<file path="src/rtl/batch_sample_writer.sv">
// Write-side front end of the batch sample store: packs OSR samples per RAM word,
// writes them into a 4-segment circular RAM and tracks segment credits/overrun.
module batch_sample_writer #(
   parameter int N = 4,
   parameter int OSR = 1,
   parameter int DEPTH = 220,
   localparam int DSD = (DEPTH + OSR - 1) / OSR,
   localparam int ADDR_W = $clog2(4 * DSD),
   localparam int SampleWidth = N * OSR
) (
   input  logic                   clk,
   input  logic                   rst,
   input  logic                   in_valid,
   input  logic [N-1:0]           in,
   input  logic                   seg_release,
   output logic                   sampleClk,
   output logic                   sampleWrite,
   output logic [ADDR_W-1:0]      sampleAddrIn,
   output logic [SampleWidth-1:0] sampleDataIn,
   output logic                   batch_done,
   output logic [1:0]             batch_idx,
   output logic [1:0]             credits,
   output logic                   overrun
);

   localparam int WORDS = 4 * DSD;
   localparam int CNT_W = (OSR > 1) ? $clog2(OSR) : 1;
   localparam int OFF_W = (DSD > 1) ? $clog2(DSD) : 1;

   logic [CNT_W-1:0]       pack_cnt;
   logic [SampleWidth-1:0] pack_buf;
   logic [SampleWidth-1:0] next_word;
   logic [ADDR_W-1:0]      wr_addr;
   logic [OFF_W-1:0]       wr_off;
   logic [1:0]             wr_seg;
   logic                   write_last;
   logic [1:0]             write_seg;
   logic                   cap;
   logic                   seg_end;
   logic                   enter;

   // The word being completed merges the buffered slots with the live sample.
   always_comb begin
      next_word = pack_buf;
      next_word[N * int'(pack_cnt) +: N] = in;
      cap     = in_valid && (pack_cnt == CNT_W'(OSR - 1));
      seg_end = (wr_off == OFF_W'(DSD - 1));
      enter   = cap && seg_end;
   end

   always_ff @(posedge clk or negedge rst) begin
      if (!rst) begin
         pack_cnt <= '0;
         pack_buf <= '0;
      end else if (in_valid) begin
         pack_buf <= next_word;
         pack_cnt <= cap ? '0 : pack_cnt + CNT_W'(1);
      end
   end

   always_ff @(posedge clk or negedge rst) begin
      if (!rst) begin
         sampleWrite  <= 1'b0;
         sampleClk    <= 1'b0;
         sampleDataIn <= '0;
         sampleAddrIn <= '0;
         write_last   <= 1'b0;
         write_seg    <= 2'd0;
         wr_addr      <= '0;
         wr_off       <= '0;
         wr_seg       <= 2'd0;
         batch_done   <= 1'b0;
         batch_idx    <= 2'd0;
      end else begin
         sampleWrite <= cap;
         sampleClk   <= sampleWrite;
         batch_done  <= sampleWrite && write_last;
         if (sampleWrite && write_last)
            batch_idx <= write_seg;
         if (cap) begin
            sampleDataIn <= next_word;
            sampleAddrIn <= wr_addr;
            write_last   <= seg_end;
            write_seg    <= wr_seg;
            wr_addr      <= (wr_addr == ADDR_W'(WORDS - 1)) ? '0 : wr_addr + ADDR_W'(1);
            wr_off       <= seg_end ? '0 : wr_off + OFF_W'(1);
            if (seg_end)
               wr_seg <= wr_seg + 2'd1;
         end
      end
   end

   // Segment entry consumes a credit; a coincident release cancels it out.
   always_ff @(posedge clk or negedge rst) begin
      if (!rst) begin
         credits <= 2'd3;
         overrun <= 1'b0;
      end else begin
         case ({enter, seg_release})
            2'b10: begin
               if (credits != 2'd0)
                  credits <= credits - 2'd1;
               else
                  overrun <= 1'b1;
            end
            2'b01: begin
               if (credits != 2'd3)
                  credits <= credits + 2'd1;
            end
            default: ;
         endcase
      end
   end

endmodule

</file>
<file path="config.mk">
export PLATFORM = sky130hd
export DESIGN_NAME = batch_sample_writer
export DESIGN_NICKNAME = d
export VERILOG_FILES = /design/src/rtl/batch_sample_writer.sv
export SDC_FILE = /design/constraint.sdc
export NUM_CORES = 1
export LEC_CHECK = 0
export BUFFER_PORTS_ARGS = -buffer_cell sky130_fd_sc_hd__buf_2
export CELL_PAD_IN_SITES_DETAIL_PLACEMENT = 0
export CELL_PAD_IN_SITES_GLOBAL_PLACEMENT = 2
export CORE_MARGIN = 1
export CORE_UTILIZATION = 35
export CTS_CLUSTER_DIAMETER = 150
export DETAILED_ROUTE_END_ITERATION = 16
export PLACE_DENSITY_LB_ADDON = 0.1
export SLEW_MARGIN = 20
export SYNTH_ARGS = -nofsm -noshare
export SYNTH_HDL_FRONTEND = slang
export SYNTH_SLANG_ARGS = --single-unit
</file>
<file path="constraint.sdc">
create_clock -name clk -period 2 [get_ports clk]
set_input_delay 0 -clock clk [delete_from_list [all_inputs] [get_ports clk]]
set_output_delay 0 -clock clk [all_outputs]
set_load 0.01 [all_outputs]
</file>
# After elaboration in Yosys (flattened, before gate mapping)
# Cells that the tools add are included.
[totals]
regBits = 50
in_bits = 8
out_inout_bits = 22
wordCells = 48
[classes]
add_sub_neg = 7
n_eq_ne = 7
shift = 2
muxes = 7
bitwise_logic = 2
n_reduce_logical = 8
[ops]
columns = ["op", "count"]
rows = [
  ["negator 3 -> 33 bit", 1],
  ["variable shift 4 x 33 -> 4 bit, first input constant", 1],
  ["variable part select 4 x 33 -> 4 bit", 1],
  ["adder 10 x 1 -> 10 bit, second input constant", 1],
  ["== test 10 bit, second input constant", 1],
  ["two-way mux 10 bit", 1],
  ["adder 8 x 1 -> 8 bit, second input constant", 1],
  ["== test 8 bit, second input constant", 1],
  ["two-way mux 8 bit", 1],
  ["!= test 2 bit, second input constant", 3],
  ["adder 2 x 1 -> 2 bit, second input constant", 2],
  ["bitwise mux 4 bit", 1],
  ["two-way mux 2 bit", 2],
  ["one-hot mux 2 bit (2 select lines)", 1],
  ["AND reduction 2 bit", 2],
  ["nonzero test 2 bit", 2],
  ["logical AND 1 bit", 3],
  ["AND reduction 3 bit", 1],
  ["== test 2 x 1 -> 1 bit, second input constant", 1],
  ["== test 2 bit, second input constant", 1],
  ["inverter 1 bit", 2],
  ["subtractor 2 x 1 -> 2 bit, second input constant", 1],
  ["adder 1 bit, second input constant", 1],
  ["two-way mux 1 bit", 1],
]

# Logic depth before layout (Yosys ltp)
# Gate-level depths: netlist (run 1).
[logic_depth]
word_depth = 6
depth_mapped = 8
mapped_depth_nobuf = 8

# Least setup slack after synthesis (run 1)
# Ideal clock, no wire load.
[synth_path]
kind = "register to register"
startpoint = "register wr_off[0]"
endpoint = "register credits[1]"
setup_ps = 86
arrival_ps = 1634
t_required_ps = 1914
path_slack_ps = 280
path_stages_with_launch = 9
n_path_buf = 0
synth_period_minus_slack_ps = 1720
path_cell_list = "dfrtp_1 ha_1 nand4bb_1 nor3_4 inv_1 ha_1 nor2b_1 o21ai_0 nand3_1"
[synth_via]
elab_chain_len = 5
word_cells_on_any_way = 9
cone_classes = "5 x eq/ne; 1 x mux; 3 x reduce/logical"
[synth_rtl]
columns = ["element", "line_no", "source"]
rows = [
  ["start, declared", "34", "logic [OFF_W-1:0] wr_off;"],
  ["start signal, assigned", "86", "wr_off <= seg_end ? '0 : wr_off + OFF_W'(1);"],
  ["== test 8 bit (*)", "47", "seg_end = (wr_off == OFF_W'(DSD - 1));"],
  ["logical AND 1 bit (*)", "48", "enter = cap && seg_end;"],
  ["named net enter", "40", "logic enter;"],
  ["== test 2 x 1 -> 1 bit / == test 2 bit (equally long branches)", "99", "case ({enter, seg_release})"],
  ["!= test 2 bit (no source line) / nonzero test 2 bit (equally long branches)", "-", ""],
  ["AND reduction 3 bit (no source line)", "-", ""],
  ["end signal, assigned", "102", "credits <= credits - 2'd1;"],
  ["end signal, assigned", "108", "credits <= credits + 2'd1;"],
  ["end, declared", "22", "output logic [1:0] credits,"],
]
# The timed path passes the listed nets; every way through them passes the cells marked *.
# A chain may end at the register's enable or synchronous reset.

# Worst setup path in the final report (run 1)
# Same ends and word-level chain as after synthesis.

==> results of run 1 <==
==> area by class of cell <==
type,count,area share (%)
multi-input combinational,153,35.65
sequential,46,44.78
timing repair buffer,39,9.519
clock buffer,6,3.205
tap,75,3.643
clock inverter,2,2.331
inverter,6,0.8742
==> registers in the layout, indices dropped and copies added, names as in the netlist <==
signal        count
batch_idx         2
pack_cnt          1
sampleAddrIn     10
sampleWrite       1
write_last        1
wr_addr          10
wr_seg            2
write_seg         2
credits           2
overrun           1
sampleDataIn      4
wr_off            8
sampleClk         1
batch_done        1
==> tightest hold or removal path: cells and delay by family <==
family | cells | cell delay [ps]
buffers and inverters | 1 | 160
AND/OR/NAND/NOR | 2 | 180
==> cell families after synthesis <==
| kind of cell | Yosys count | share of synthesized area (%) |
|---|---|---|
| AND/OR/NAND/NOR | 107 | 26.85 |
| flip-flops | 46 | 54.04 |
| AO/OA/AOI/OAI | 34 | 10.32 |
| multiplexers | 2 | 1.055 |
| XOR/XNOR | 6 | 2.462 |
| buffers and inverters | 13 | 2.930 |
| adder cells (fa/ha/maj) | 4 | 2.345 |
==> power by group through the flow <==
stage               logic, uW  clock network (uW)  registers, uW
floorplan                 574                   0           1440
global placement          829                   0           1460
detailed placement        846                   0           1480
CTS                       856                 882           1460
global route              965                 922           1510
finish                    845                 848           1460
==> synth_stat cells (2+ instances only) <==
cell      number  area share [%]
buf_2          4            0.94
ha_1           4             2.3
o21ai_0       13             3.0
nand2b_1       2            0.59
or4_1          4             1.4
or3_1          3            0.88
xnor2_1        2            0.82
o211ai_1       2            0.70
mux2_2         2             1.1
nand2_1       61              11
nand4_1        3            0.88
nand3_1        5             1.2
dfrtp_1       44              52
a31oi_1        3            0.88
nor2b_1        3            0.88
nor2_1         5            0.88
nand3b_1       4             1.4
dfstp_2        2             2.5
a21o_1         3             1.1
xor2_1         4             1.6
a21oi_1        3            0.70
inv_1          5            0.88
o31ai_1        4             1.4
nor3_1         5             1.2
==> metal layers <==
| layer | vias up | track usage (%) | part of all wire [%] |
|---|---|---|---|
| met3 | 5 | 4.091 | 4.6 |
| li1 | 817 | - | - |
| met4 | 0 | 3.929 | 0.73 |
| met5 | - | 0 | 0 |
| met1 | 778 | 22.63 | 51 |
| met2 | 42 | 23.42 | 44 |
==> worst paths after layout <==
path                                            start                  endpoint  slack, ps
worst max-delay path            wr_off[0]$_DFFE_PN0P_    credits[1]$_DFFE_PN1P_        260
worst min-delay path                         in_valid  write_seg[0]$_DFFE_PN0P_         90
worst max register to register  wr_off[0]$_DFFE_PN0P_    credits[1]$_DFFE_PN1P_        260
worst min register to register  sampleWrite$_DFF_PN0_       sampleClk$_DFF_PN0_        420
max in group asynchronous                         rst    credits[1]$_DFFE_PN1P_       1170
min in group asynchronous                         rst     wr_seg[0]$_DFFE_PN0P_        230
==> stage by stage <==
stage	hold WS (ps)	std cells	cell area [um^2]	utilization [%]	power, uW
global placement	14.50	314	2384	40.50	2292
detailed placement	36.54	314	2384	40.50	2326
global route	79.35	327	2576	43.77	3395
floorplan	-295.6	212	2135	-	2015
finish	85.43	327	2576	43.77	3155
CTS	70.22	327	2576	43.77	3202
==> metrics.md, run 1 <==
| Metric | Value |
|---|---|
| Max Slew Vio Count | `0` |
| VDD IR max | `0.5308 mV` |
| Register area | `0.001154 mm^2` |
| Root Driver | `clkbuf_8` |
| Yosys reg bits | `46` |
| Mapped Area | `0.002135 mm^2` |
| Via density per instance | `5.021` |
| Period utilization | `87.16%` |
| RSZ-0062 raised after global routing | `false` |
| Logic gate share of total power | `26.8%` |
| Postcts setup bufs | `0` |
| Synthesis Warnings | `0` |
| CP max stage delay | `410 ps` |
| Post-CTS sizing | `0` |
| Row cnt | `28` |
| Clock-pin slew on the worst setup and hold paths | `90 ps` |
| Multi-input gate area | `918.4 um^2` |
| First-pass GRT wire length | `7803 um` |
| PortBufs | `29` |
| Post-place setup slack | `276.2 ps` |
| Die Y | `80.10 um` |
| Pwr per Cell Area | `1225 mW/mm^2` |
| Critical path class | `flip-flop to flip-flop` |
| Drc violations | `0` |
| Crit-path leading delay family | `simple AND/OR/NAND/NOR gates` |
| H-tree levels | `2` |
| Worst path depth | `8` |
| Post-synth EDFFs | `0` |
| Worst-case reg-to-reg path depth | `8` |
| Setup TNS | `0 ps` |
| Core Box Area | `0.005886 mm^2` |
| Final setup margin | `256.7 ps` |
| Detailed placer's ending HPWL | `3060 um` |
| WL per Instance | `13.41 um` |
| Ys flop type | `dfrtp_1` |
| Status | `completed` |
| CTS Buffer Depth | `2` |
| I/O pins | `30` |
| Hold depth | `3` |
| Worst Path Max Fanout | `5` |
| Final setup fails | `0` |
| Fmax | `0.5736 GHz` |
| Initial drt markers | `68` |
| Crit path time final | `1743 ps` |
| Worst Setup Start Kind | `flip-flop` |
| Leak | `0.001248 uW` |
| Filler instances | `590` |
| CTS tree | `yes` |
| Switching share of total power | `34.23%` |
| Total wire length | `4386 um` |
| Crit-path slowest cell | `dfrtp_1` |
| Buf/Inv on CP | `1` |
| Worst Setup End Kind | `flip-flop` |
| Clk_lat worst skew | `300 ps` |
| Via count | `1642` |
| Critical path's most frequent cell | `ha_1` |
| Post-Syn Instances | `212` |
| GR Overflow Total | `0` |
| Worst-Margin Slew | `566.3 ps` |
| Flop pwr share | `46.3%` |
| Drt first pass iters | `4` |
| Distinct cells, synth | `46` |
| Post-synth net total | `224` |
| Max_slew headroom | `62.24%` |
| # diodes | `0` |
| # hold bufs at CTS | `5` |
| Register area share after synthesis | `54.04%` |
| Share of layout cells above drive strength 1 | `21.83%` |
| Pin count of the biggest net entering global routing | `25` |
| Post-synthesis average cell area | `10.07 um^2` |
| Net load switching power | `1080 uW` |
| Die area | `0.006415 mm^2` |
| Cells along the critical path | `ha_1 > nand4bb_1 > nor3_4 > inv_1 > ha_1 > nor2b_1 > o21ai_0 > nand3_1` |
| Int Power | `2075 uW` |
| Final Skew | `6.926 ps` |
| # Max-Cap Violations | `0` |
| Gpl congestion | `0.7710` |
| Async set-reset flop share out of synthesis | `100.0%` |
| Worst EP arrival | `1970 ps` |
| Final hold viol count | `0` |
| Initial Util | `36.27%` |
| Hold Crit Class | `primary input to flip-flop` |
| Num CTS Buffers | `5` |
| CTS sink cnt | `46` |
| Most common cell after layout, fill and taps aside | `nand2_1` |
| Fin nets | `263` |
| Worst path required time | `2230 ps` |
| Post-DRT Antenna Nets | `0` |
| Layout area overhead | `20.69%` |
| Die Span X | `80.10 um` |
| Clk pwr share | `26.9%` |
| Antenna violations before repair | `0` |
| Vias in the first global route | `1621` |
| Most frequent cells in the layout | `nand2_1, dfrtp_1, buf_2` |
| Overall track demand over capacity in global routing | `15.72%` |
Power figures use the tool's default switching activity.
==> run 2: changes to the inputs <==
--- a/config.mk
+++ b/config.mk
@@ -5,13 +5,13 @@
 export SDC_FILE = /design/constraint.sdc
 export NUM_CORES = 1
 export LEC_CHECK = 0
-export BUFFER_PORTS_ARGS = -buffer_cell sky130_fd_sc_hd__buf_2
 export CELL_PAD_IN_SITES_DETAIL_PLACEMENT = 0
 export CELL_PAD_IN_SITES_GLOBAL_PLACEMENT = 2
 export CORE_MARGIN = 1
-export CORE_UTILIZATION = 35
+export CORE_UTILIZATION = 39
 export CTS_CLUSTER_DIAMETER = 150
 export DETAILED_ROUTE_END_ITERATION = 16
+export DONT_BUFFER_PORTS = 1
 export PLACE_DENSITY_LB_ADDON = 0.1
 export SLEW_MARGIN = 20
 export SYNTH_ARGS = -nofsm -noshare
==> run 2 against run 1 <==
Compared with the run above: non-clock buffer count decreased by 29; maximum frequency increased by 2.5%; power decreased by 13%; die area decreased by 10%; flip-flop and latch count unchanged; design area decreased by 8.1%; clock power decreased by 38%; critical path depth unchanged; combinational power decreased by 21%; via count decreased by 4.8%; sequential share of layout area increased by 3.9 points; cell count decreased by 11%; largest power group unchanged; highest routed layer unchanged.
==> metrics.md, run 2 (synthesis results as in run 1) <==
| Metric | Value |
|---|---|
| Layout area overhead | `10.96%` |
| Drt first pass iters | `4` |
| Most frequent cells in the layout | `nand2_1, dfrtp_1, o21ai_0` |
| Flop pwr share | `56.3%` |
| Setup TNS | `0 ps` |
| Via count | `1563` |
| Antenna violations before repair | `0` |
| Worst reg2reg path startpoint | `wr_off[0]$_DFFE_PN0P_` |
| Post-DRT Antenna Nets | `0` |
| Max Slew Vio Count | `0` |
| Crit path time final | `1701 ps` |
| CTS tree | `yes` |
| Final Non-Filler Cells | `292` |
| Die Span X | `75.98 um` |
| Pwr per Cell Area | `1152 mW/mm^2` |
| Final setup fails | `0` |
| Post-CTS sizing | `0` |
| Int Power | `1712 uW` |
| Most common cell after layout, fill and taps aside | `nand2_1` |
| Net load switching power | `1017 uW` |
| Filler instances | `507` |
| CTS sink cnt | `46` |
| Clk_lat worst skew | `290 ps` |
| RSZ-0062 raised after global routing | `false` |
| Register area | `0.001154 mm^2` |
| Worst Setup Start Kind | `flip-flop` |
| Reg2Reg Setup Slack | `300 ps` |
| Pin count of the biggest net entering global routing | `47` |
| # diodes | `0` |
| Inst Count DP | `278` |
| Worst Setup End Kind | `flip-flop` |
| Vias in the first global route | `1517` |
| Final hold viol count | `0` |
| Final Skew | `3.967 ps` |
| HP Start | `in_valid` |
| Worst Path Max Fanout | `5` |
| Initial drt markers | `54` |
| Status | `completed` |
| Fin nets | `234` |
| RR Endpoint | `credits[1]$_DFFE_PN1P_` |
| GR Overflow Total | `0` |
| Num CTS Buffers | `5` |
| Die area | `0.005773 mm^2` |
| Logic gate share of total power | `24.6%` |
| WL per Instance | `14.35 um` |
| Worst path required time | `2210 ps` |
| Multi-input gate area | `918.4 um^2` |
| Worst EP arrival | `1910 ps` |
| Root Driver | `clkbuf_8` |
| Leak | `0.001095 uW` |
| Overall track demand over capacity in global routing | `16.26%` |
| Switching share of total power | `37.27%` |
| Via density per instance | `5.353` |
| Worst-case reg-to-reg path depth | `8` |
| Share of layout cells above drive strength 1 | `9.910%` |
| Total Power | `2729 uW` |
| First-pass GRT wire length | `7507 um` |
| Critical path class | `flip-flop to flip-flop` |
| Max_slew headroom | `75.73%` |
| PortBufs | `0` |
| Initial Util | `41.01%` |
| Hold Crit Class | `primary input to flip-flop` |
| Crit path from | `wr_off[0]$_DFFE_PN0P_` |
| Detailed placer's ending HPWL | `2874 um` |
| CTS Buffer Depth | `2` |
| Drc violations | `0` |
| Core Box Area | `0.005205 mm^2` |
| Regs by FF count | `sampleAddrIn: 10 flops, wr_addr: 10 flops, wr_off: 8 flops` |
| Total wire length | `4189 um` |
| Fmax | `0.5878 GHz` |
| H-tree levels | `2` |
| Critical path destination | `credits[1]$_DFFE_PN1P_` |
| Fin util | `45.50%` |
| VDD IR max | `0.3877 mV` |
| Gpl congestion | `0.7808` |
| Worst-Margin Slew | `363.5 ps` |
| Period utilization | `85.06%` |
| # Max-Cap Violations | `0` |
| Clock-pin slew on the worst setup and hold paths | `80 ps` |
| I/O pins | `30` |
| Die Y | `75.98 um` |
| Clk pwr share | `19.1%` |
| Row cnt | `26` |
## run 2: changes by cell type in the layout (fill, tap and decap cells not counted)
cell	delta
clkbuf_8	-1
buf_2	-29
buf_16	+1
bufinv_16	-2
buf_12	-1
dlygate4sd3_1	+1
clkbuf_1	+2
buf_4	-1
## run 2: metal layers
metal | wire length, um | vias to the layer above | GRT usage, % | part of all wire (%)
met5 | 0 | - | 0 | 0
met3 | 246 | 6 | 4.311 | 5.9
met4 | 55 | 0 | 4.615 | 1.3
met2 | 1856 | 44 | 24.64 | 44
li1 | - | 758 | - | -
met1 | 2031 | 755 | 22.94 | 48
## run 2: repair_timing
action | in CTS | in global routing
hold buffers | 7 | 0
setup buffers | 0 | 0
endpoints found under the hold margin | 55 | 0
## run 2: how the worst min path moves through the flow
stage                                  endpoint  cells after the start
floorplan                  batch_done$_DFF_PN0_                      0
global placement            overrun$_DFFE_PN0P_                      0
detailed placement     write_seg[1]$_DFFE_PN0P_                      0
CTS                 sampleDataIn[0]$_DFFE_PN0P_                      3
global route        sampleDataIn[3]$_DFFE_PN0P_                      3
finish              sampleDataIn[0]$_DFFE_PN0P_                      3
## run 2: layout make-up
cell class / instances / share of cell area [%]
Sequential cell: 46 / 48.71
Tap cell: 70 / 3.698
Multi-Input combinational cell: 153 / 38.77
Timing Repair Buffer: 10 / 4.649
Clock buffer: 7 / 3.222
Inverter: 6 / 0.9509
## run 2: power groups by stage
stage / Sequential, uW / Clock (uW) / Combinational [uW]
floorplan: 1440 / 0 / 574
global placement: 1550 / 0 / 621
detailed placement: 1550 / 0 / 639
CTS: 1540 / 549 / 680
global route: 1590 / 581 / 772
finish: 1540 / 522 / 671
## run 2: through the flow
stage	setup WS, ps	hold WS (ps)	area, um^2
6_report	298.9	7.063	2369
5_1_grt	107.6	22.97	2369
4_1_cts	288.2	4.731	2369
3_5_place_dp	314.7	-294.0	2205
3_3_place_gp	368.6	-294.2	2205
2_1_floorplan	280.0	-295.6	2135
## run 2: critical path, stage by stage (launching register included)
cell	delay, ps
dfrtp_1	410
ha_1	200
nand4bb_1	190
nor3_4	190
inv_1	60
ha_1	210
nor2b_1	130
o21ai_0	150
nand3_1	90
